### config.mk
export PLATFORM = sky130hd
export DESIGN_NAME = pipeline_fifo
export DESIGN_NICKNAME = d
export VERILOG_FILES = /design/src/rtl/pipeline_fifo.sv
export SDC_FILE = /design/constraint.sdc
export NUM_CORES = 1
export LEC_CHECK = 0
export ABC_AREA = 1
export CAP_MARGIN = 20
export CORE_AREA = 2 2 244 246
export DETAILED_ROUTE_END_ITERATION = 8
export DIE_AREA = 0 0 246 248
export PLACE_DENSITY = 0.65
export SLEW_MARGIN = 40
export SYNTH_ARGS = -nofsm -noshare
export SYNTH_HDL_FRONTEND = slang
export SYNTH_SLANG_ARGS = --single-unit
### constraint.sdc
create_clock -name clk -period 18.05 [get_ports clk]
set_input_delay 2.7075 -clock clk [delete_from_list [all_inputs] [get_ports clk]]
set_output_delay 2.7075 -clock clk [all_outputs]
set_load 0.005 [all_outputs]
### src/rtl/pipeline_fifo.sv
// Multi-entry valid/ready buffer between pipeline stages, with flush, occupancy count and almost-full.
// Latency: a word pushed in cycle N is presented on out_data from cycle N+1; one transfer per cycle each way.
// Backpressure: in_ready is decoded from the count register only, so a pop while full re-opens input one cycle later.
module pipeline_fifo #(
    parameter int DATA_WIDTH  = 128,
    parameter int DEPTH       = 4,
    parameter int AFULL_LEVEL = DEPTH - 1
) (
    input  logic                           clk,
    input  logic                           rst,
    input  logic                           pipeline_flush,
    input  logic                           in_valid,
    output logic                           in_ready,
    input  logic [DATA_WIDTH-1:0]          in_data,
    output logic                           out_valid,
    input  logic                           out_ready,
    output logic [DATA_WIDTH-1:0]          out_data,
    output logic [$clog2(DEPTH+1)-1:0]     count,
    output logic                           almost_full
);

    localparam int PW = $clog2(DEPTH);
    localparam int CW = $clog2(DEPTH + 1);

    // A non-power-of-two depth would break the free-running pointer wrap.
    generate
        if ((DEPTH < 2) || ((DEPTH & (DEPTH - 1)) != 0) ||
            (AFULL_LEVEL < 1) || (AFULL_LEVEL > DEPTH)) begin : g_bad_cfg
            $error("pipeline_fifo: illegal DEPTH/AFULL_LEVEL configuration");
        end
    endgenerate

    logic [DATA_WIDTH-1:0] mem_q [DEPTH];
    logic [PW-1:0]         wr_ptr_q, wr_ptr_d;
    logic [PW-1:0]         rd_ptr_q, rd_ptr_d;
    logic [CW-1:0]         count_q, count_d;
    logic                  push;
    logic                  pop;
    logic                  wr_en;

    assign in_ready    = (count_q != CW'(DEPTH));
    assign out_valid   = (count_q != '0);
    assign out_data    = out_valid ? mem_q[rd_ptr_q] : '0;
    assign count       = count_q;
    assign almost_full = (count_q >= CW'(AFULL_LEVEL));

    assign push  = in_valid & in_ready;
    assign pop   = out_valid & out_ready;
    assign wr_en = push & ~pipeline_flush;

    always_comb begin
        wr_ptr_d = wr_ptr_q;
        rd_ptr_d = rd_ptr_q;
        count_d  = count_q;
        if (pipeline_flush) begin
            wr_ptr_d = '0;
            rd_ptr_d = '0;
            count_d  = '0;
        end else begin
            if (push) begin
                wr_ptr_d = wr_ptr_q + PW'(1);
            end
            if (pop) begin
                rd_ptr_d = rd_ptr_q + PW'(1);
            end
            if (push && !pop) begin
                count_d = count_q + CW'(1);
            end else if (pop && !push) begin
                count_d = count_q - CW'(1);
            end
        end
    end

    always_ff @(posedge clk or negedge rst) begin
        if (!rst) begin
            wr_ptr_q <= '0;
            rd_ptr_q <= '0;
            count_q  <= '0;
        end else begin
            wr_ptr_q <= wr_ptr_d;
            rd_ptr_q <= rd_ptr_d;
            count_q  <= count_d;
        end
    end

    // Payload storage carries no reset; out_data is masked while empty.
    always_ff @(posedge clk) begin
        if (wr_en) begin
            mem_q[wr_ptr_q] <= in_data;
        end
    end

endmodule
### Word level (Yosys, flattened, before mapping)

Memory sizes are Yosys's and may differ from the RTL's.
Index checks and enable logic that the tools add are counted.

| cells by class | value |
|---|---|
| $add $sub $neg | 4 |
| magnitude comparators | 1 |
| equal/unequal tests | 1 |
| muxes and demuxes | 10 |
| bitwise gates (word level) | 4 |
| reductions and logical operators | 8 |

Operators with widths:

| cell | number |
|---|---|
| 2-to-1 mux 128 bit | 1 |
| 2-to-1 mux 3 bit | 3 |
| 2-to-1 mux 2 bit | 4 |
| nonzero test 3 bit | 2 |
| adder 2 x 1 -> 2 bit, second input constant | 2 |
| nonzero test 2 bit | 2 |
| adder 3 x 1 -> 3 bit, second input constant | 1 |
| bitwise AND 1 bit | 3 |
| >= comparator 3 x 2 -> 1 bit, second input constant | 1 |
| inequality test 3 bit, second input constant | 1 |
| subtractor 3 x 1 -> 3 bit, second input constant | 1 |
| logical AND 1 bit | 2 |
| zero test 1 bit | 2 |
| 2-to-1 mux 1 bit | 2 |
| NOT 1 bit | 1 |

| word-level totals | value |
|---|---|
| register bits after elaboration | 7 |
| bits in writable memories | 512 |
| word-level logic and storage cells | 32 |
| memories kept | 1 |

Memories:

| memory | depth | width | read ports | clocked after Yosys merged registers in | wr ports | RTL line | text |
|---|---|---|---|---|---|---|---|
| mem_q | 4 | 128 | 1 | 0 | 1 | 33 | `logic [DATA_WIDTH-1:0] mem_q [DEPTH];` |

### Logic depth before layout (Yosys ltp)

| depth | value |
|---|---|
| depth after elaboration | 7 |
| gate-level depth with buffers | 12 |
| mapped depth without buffers | 12 |

### Least setup slack after synthesis

OpenSTA, ideal clock, no wires.

| timing | value |
|---|---|
| path kind | input to register |
| start point | in pipeline_flush |
| end point | mem mem_q[0][0] (enable) |
| library setup time | 617 ps |
| arrival | 8,493 ps |
| required time | 17,433 ps |
| slack | 8,940 ps |
| stages on the path | 4 |
| cells stage by stage | inv_1 clkbuf_1 nand2_1 nor2_1 |

| on the way | value |
|---|---|
| word-level cells in the longest chain between the ends | 4 |

RTL lines:

| item | RTL line | text |
|---|---|---|
| start, declared | 11 | `input logic pipeline_flush,` |
| NOT 1 bit | 49 | `assign wr_en = push & ~pipeline_flush;` |
| bitwise AND 1 bit | 49 |  |
| 2-to-1 mux 1 bit | 88 | `if (wr_en) begin` |
| 2-to-1 mux 1 bit (implied by the code) | 89 | `mem_q[wr_ptr_q] <= in_data;` |
| end, declared | 33 |  |

No other way between the ends.

### Worst setup path in the final report

| timing | value |
|---|---|
| start point | reg rd_ptr_q[0] |
| end point | out out_data[102] |

| on the way | value |
|---|---|
| word-level cells in the longest chain between the ends | 2 |

RTL lines:

| item | RTL line | text |
|---|---|---|
| start, declared | 35 | `logic [PW-1:0] rd_ptr_q, rd_ptr_d;` |
| start signal, assigned | 81 | `rd_ptr_q <= rd_ptr_d;` |
| memory read (4 x 128 bit) | n/a |  |
| 2-to-1 mux 128 bit | 43 | `assign out_data = out_valid ? mem_q[rd_ptr_q] : '0;` |
| end, declared | 17 | `output logic [DATA_WIDTH-1:0] out_data,` |

No other way between the ends.

==> impl_results.md <==
- Bufs and invs on worst path: 3
- Setup TNS: 0 ns
- Seq/Total Area, Yosys: 0.768
- Power Density: between 100 and 150 nW/µm²
- Worst EP required: 15.34 ns
- Slew of the pin with the lowest slew margin: about 0.87 ns
- Share of layout cells above drive strength 1: 0.0597
- Grt ovf: 0
- Yosys cell types: 22
- Drt wl/cell: 18.3 µm
- Gr usage total: 0.155
- Fin Hold WS: just over 0.6 ns
- Mapped cell area: about 20000 µm²
- Hold_buf cts: 0
- CTS buffer count: 54
- NumNets Final: roughly 2k
- H-tree depth: 2
- Worst path cell trace: buf_4 -> buf_6 -> nor2_1 -> nor2_1 -> o21ai_1 -> a21oi_1 -> clkdlybuf4s50_1
- Slowest CP cell: dfrtp_4
- Synth area leader: edfxtp_1
- Post-Synthesis Cells: between 1.5k and 2k
- Antenna violations before repair: 7
- Fin crit share: 0.365
- Pre-antenna DRT Iters: 6
- Leakage: roughly 8.4 nW
- Vias: ~13k
- F_max: 0.152 GHz
- Top post-synthesis cells by area: edfxtp_1 76%, nor2_1 9.6%, o21ai_1 4.2%, a21oi_1 3.2%, o21ai_0 2.2%
- #FFs+latches synth: 519
- Skew-Pair Late Insertion Delay: 0.59 ns
- Yosys top cell area share: 0.759
- Post-synth EDFFs: 512
- Ys flop type: edfxtp_1
- Max Cap Viol: 0
- Hold Violations, Final: 0
- Clock net sink count: approximately 520
- VDD IR max: about 0.00010 V
- WL final: around 48000 µm
- Largest net degree at the start of global routing: 170
- # fillers: between 5k and 6k
- Post-route ant nets: 0
- Synth cell count leaders: 519 x nor2_1, 512 x edfxtp_1, 169 x o21ai_1
- Crit-path max FO: 86
- DRC viols: 0
- CTS Buffer Depth: 3
- Slowest Stage Delay on Critical Path: ~0.76 ns
- Delay-heaviest family, CP: buffers and inverters
- Die Height: roughly 250 µm
- Die area: a little over 60000 µm²
- Ant. Diodes: 0
- Core area: 58500 µm²
- Startpoint Class: flop
- Worst slew margin: 0.421
- Worst setup EP type: primary output
- Cell with the most instances after synthesis: nor2_1
- Syn_nets: between 1.5k and 2k
- Post-CTS Setup Bufs: 0
- Vias/cell: just under 5
- Die W: 246 µm
- CTS tree: done
- Syn_area_per_cell: 12.9 µm²
- Outcome: finished clean
- Min cycle time layout: ~6.6 ns
- Crit-path most repeated cell: nor2_1
- Async SR Flop Fraction: 0.0135
- Vias in the first global route: about 13k
- Synth-to-Final Area Change: 25.4%
- Clock root buffer: clkbuf_16
- Clock transition at path regs: approximately 0.060 ns
- RSZ-0062 raised after global routing: no
- Worst setup path class: reg2out
- HPWL after detailed placement: 26500 µm
- FF+latch area: 15600 µm²
- Initial DRC Count: ~800
- IO buf count: 266
- Io pins: around 270
- Crit path DAT: 3.88 ns
- CTS resizes: 0
- Clock Skew: 0.0188 ns
- Ys Warns: 0
- First-pass GRT wire length: about 73000 µm
- Final setup viols: 0
- Final Slew Violations: 0
- Final Wtd Congestion: ~0.76
- Initial Utilization: 0.346
- Std cell rows: a little under 90
- Area of the multi-input gates: approximately 4100 µm²
- Tightest Hold Check Type: reg2reg
-- registers in the layout, summed over array words and instances (netlist names) --
signal and cells:
wr_ptr_q 2, count 3, rd_ptr_q 2, mem_q 512
-- cells by family (layout without fill, tap and decap cells) --
group,after synthesis,after routing,synth area share
xor gates and xnor gates,1,1,0.000432
AOI/OAI and AO/OA,391,391,0.0966
and+or+nand+nor,543,543,0.102
DFF,519,519,0.768
buffers and inverters,117,401,0.0303
adders and majority gates,5,5,0.00346
-- final cells by class --
class | instances | area share
Sequential cell | 519 | 0.612
Multi-Input combinational cell | 940 | 0.162
Timing Repair Buffer | 285 | 0.113
Clock inverter | 34 | 0.0140
Inverter | 17 | 0.00320
Tap cell | 773 | 0.0381
Clock buffer | 65 | 0.0573
-- worst reg2reg max path, cell delays in order (launching register included) --
cell and delay, ns:
dfrtp_1 0.42, nor2_1 0.10, nand2_1 0.09, nand2_1 0.09
inv_1 0.14, nand2_1 0.25, nor2_4 0.69, buf_4 0.70
-- layout by cell type (no fill, tap or decap) --
cell	n
nand2_2	2
clkinv_2	10
nand4_1	3
clkbuf_16	57
clkbuf_1	8
inv_4	2
buf_4	8
buf_16	1
clkinv_1	10
nand2_1	14
xnor2_1	1
inv_12	1
bufinv_16	7
nand3_1	5
inv_1	14
buf_8	1
dfrtp_1	5
edfxtp_1	512
fa_1	1
o21ai_0	91
clkdlybuf4s50_1	266
nor2_4	4
nor2_1	515
ha_1	4
o21ai_1	169
clkinvlp_4	2
a21oi_1	131
inv_6	3
clkinv_4	2
dfrtp_4	2
buf_6	9
-- per-layer routing --
layer / GRT usage / share of wire
met4: 0.0488 / 0.022
met5: 0 / 0.0019
met2: 0.261 / 0.48
met1: 0.201 / 0.43
met3: 0.0322 / 0.063
-- where the power goes --
part	switching [W]	leakage (nW)	total, W	internal, W
Combinational	0.000481	2.79	0.000879	0.000398
Sequential	0.0000278	4.73	0.00142	0.00139
Clock	0.000444	0.888	0.00112	0.000674
-- through the flow --
step                      utilization  setup WS, ns  instances  cell area, µm²  total power, W
after floorplan                     -          8.94       1576           20300         0.00187
after global placement          0.402         11.87       2532           23500         0.00232
after detailed placement        0.404         12.03       2534           23600         0.00234
after CTS                       0.435         11.38       2633           25400         0.00347
after global routing            0.435         11.20       2633           25400         0.00359
final                           0.435         11.46       2633           25400         0.00342
-- final timing paths --
check | from | to | slack (ns) | depth (start not counted)
worst max-delay path | rd_ptr_q[0] | out_data[102] | 11.46 | 7
worst min-delay path | count[0] | count[0] | 0.62 | 3
worst max register to register | count[0] | mem_q[0][97] | 15.11 | 7
worst min register to register | count[0] | count[0] | 0.62 | 3
max in group asynchronous | rst | rd_ptr_q[1] | 15.38 | 1
min in group asynchronous | rst | count[2] | 2.39 | 1
Note: power is estimated with default switching activity, not from simulation.
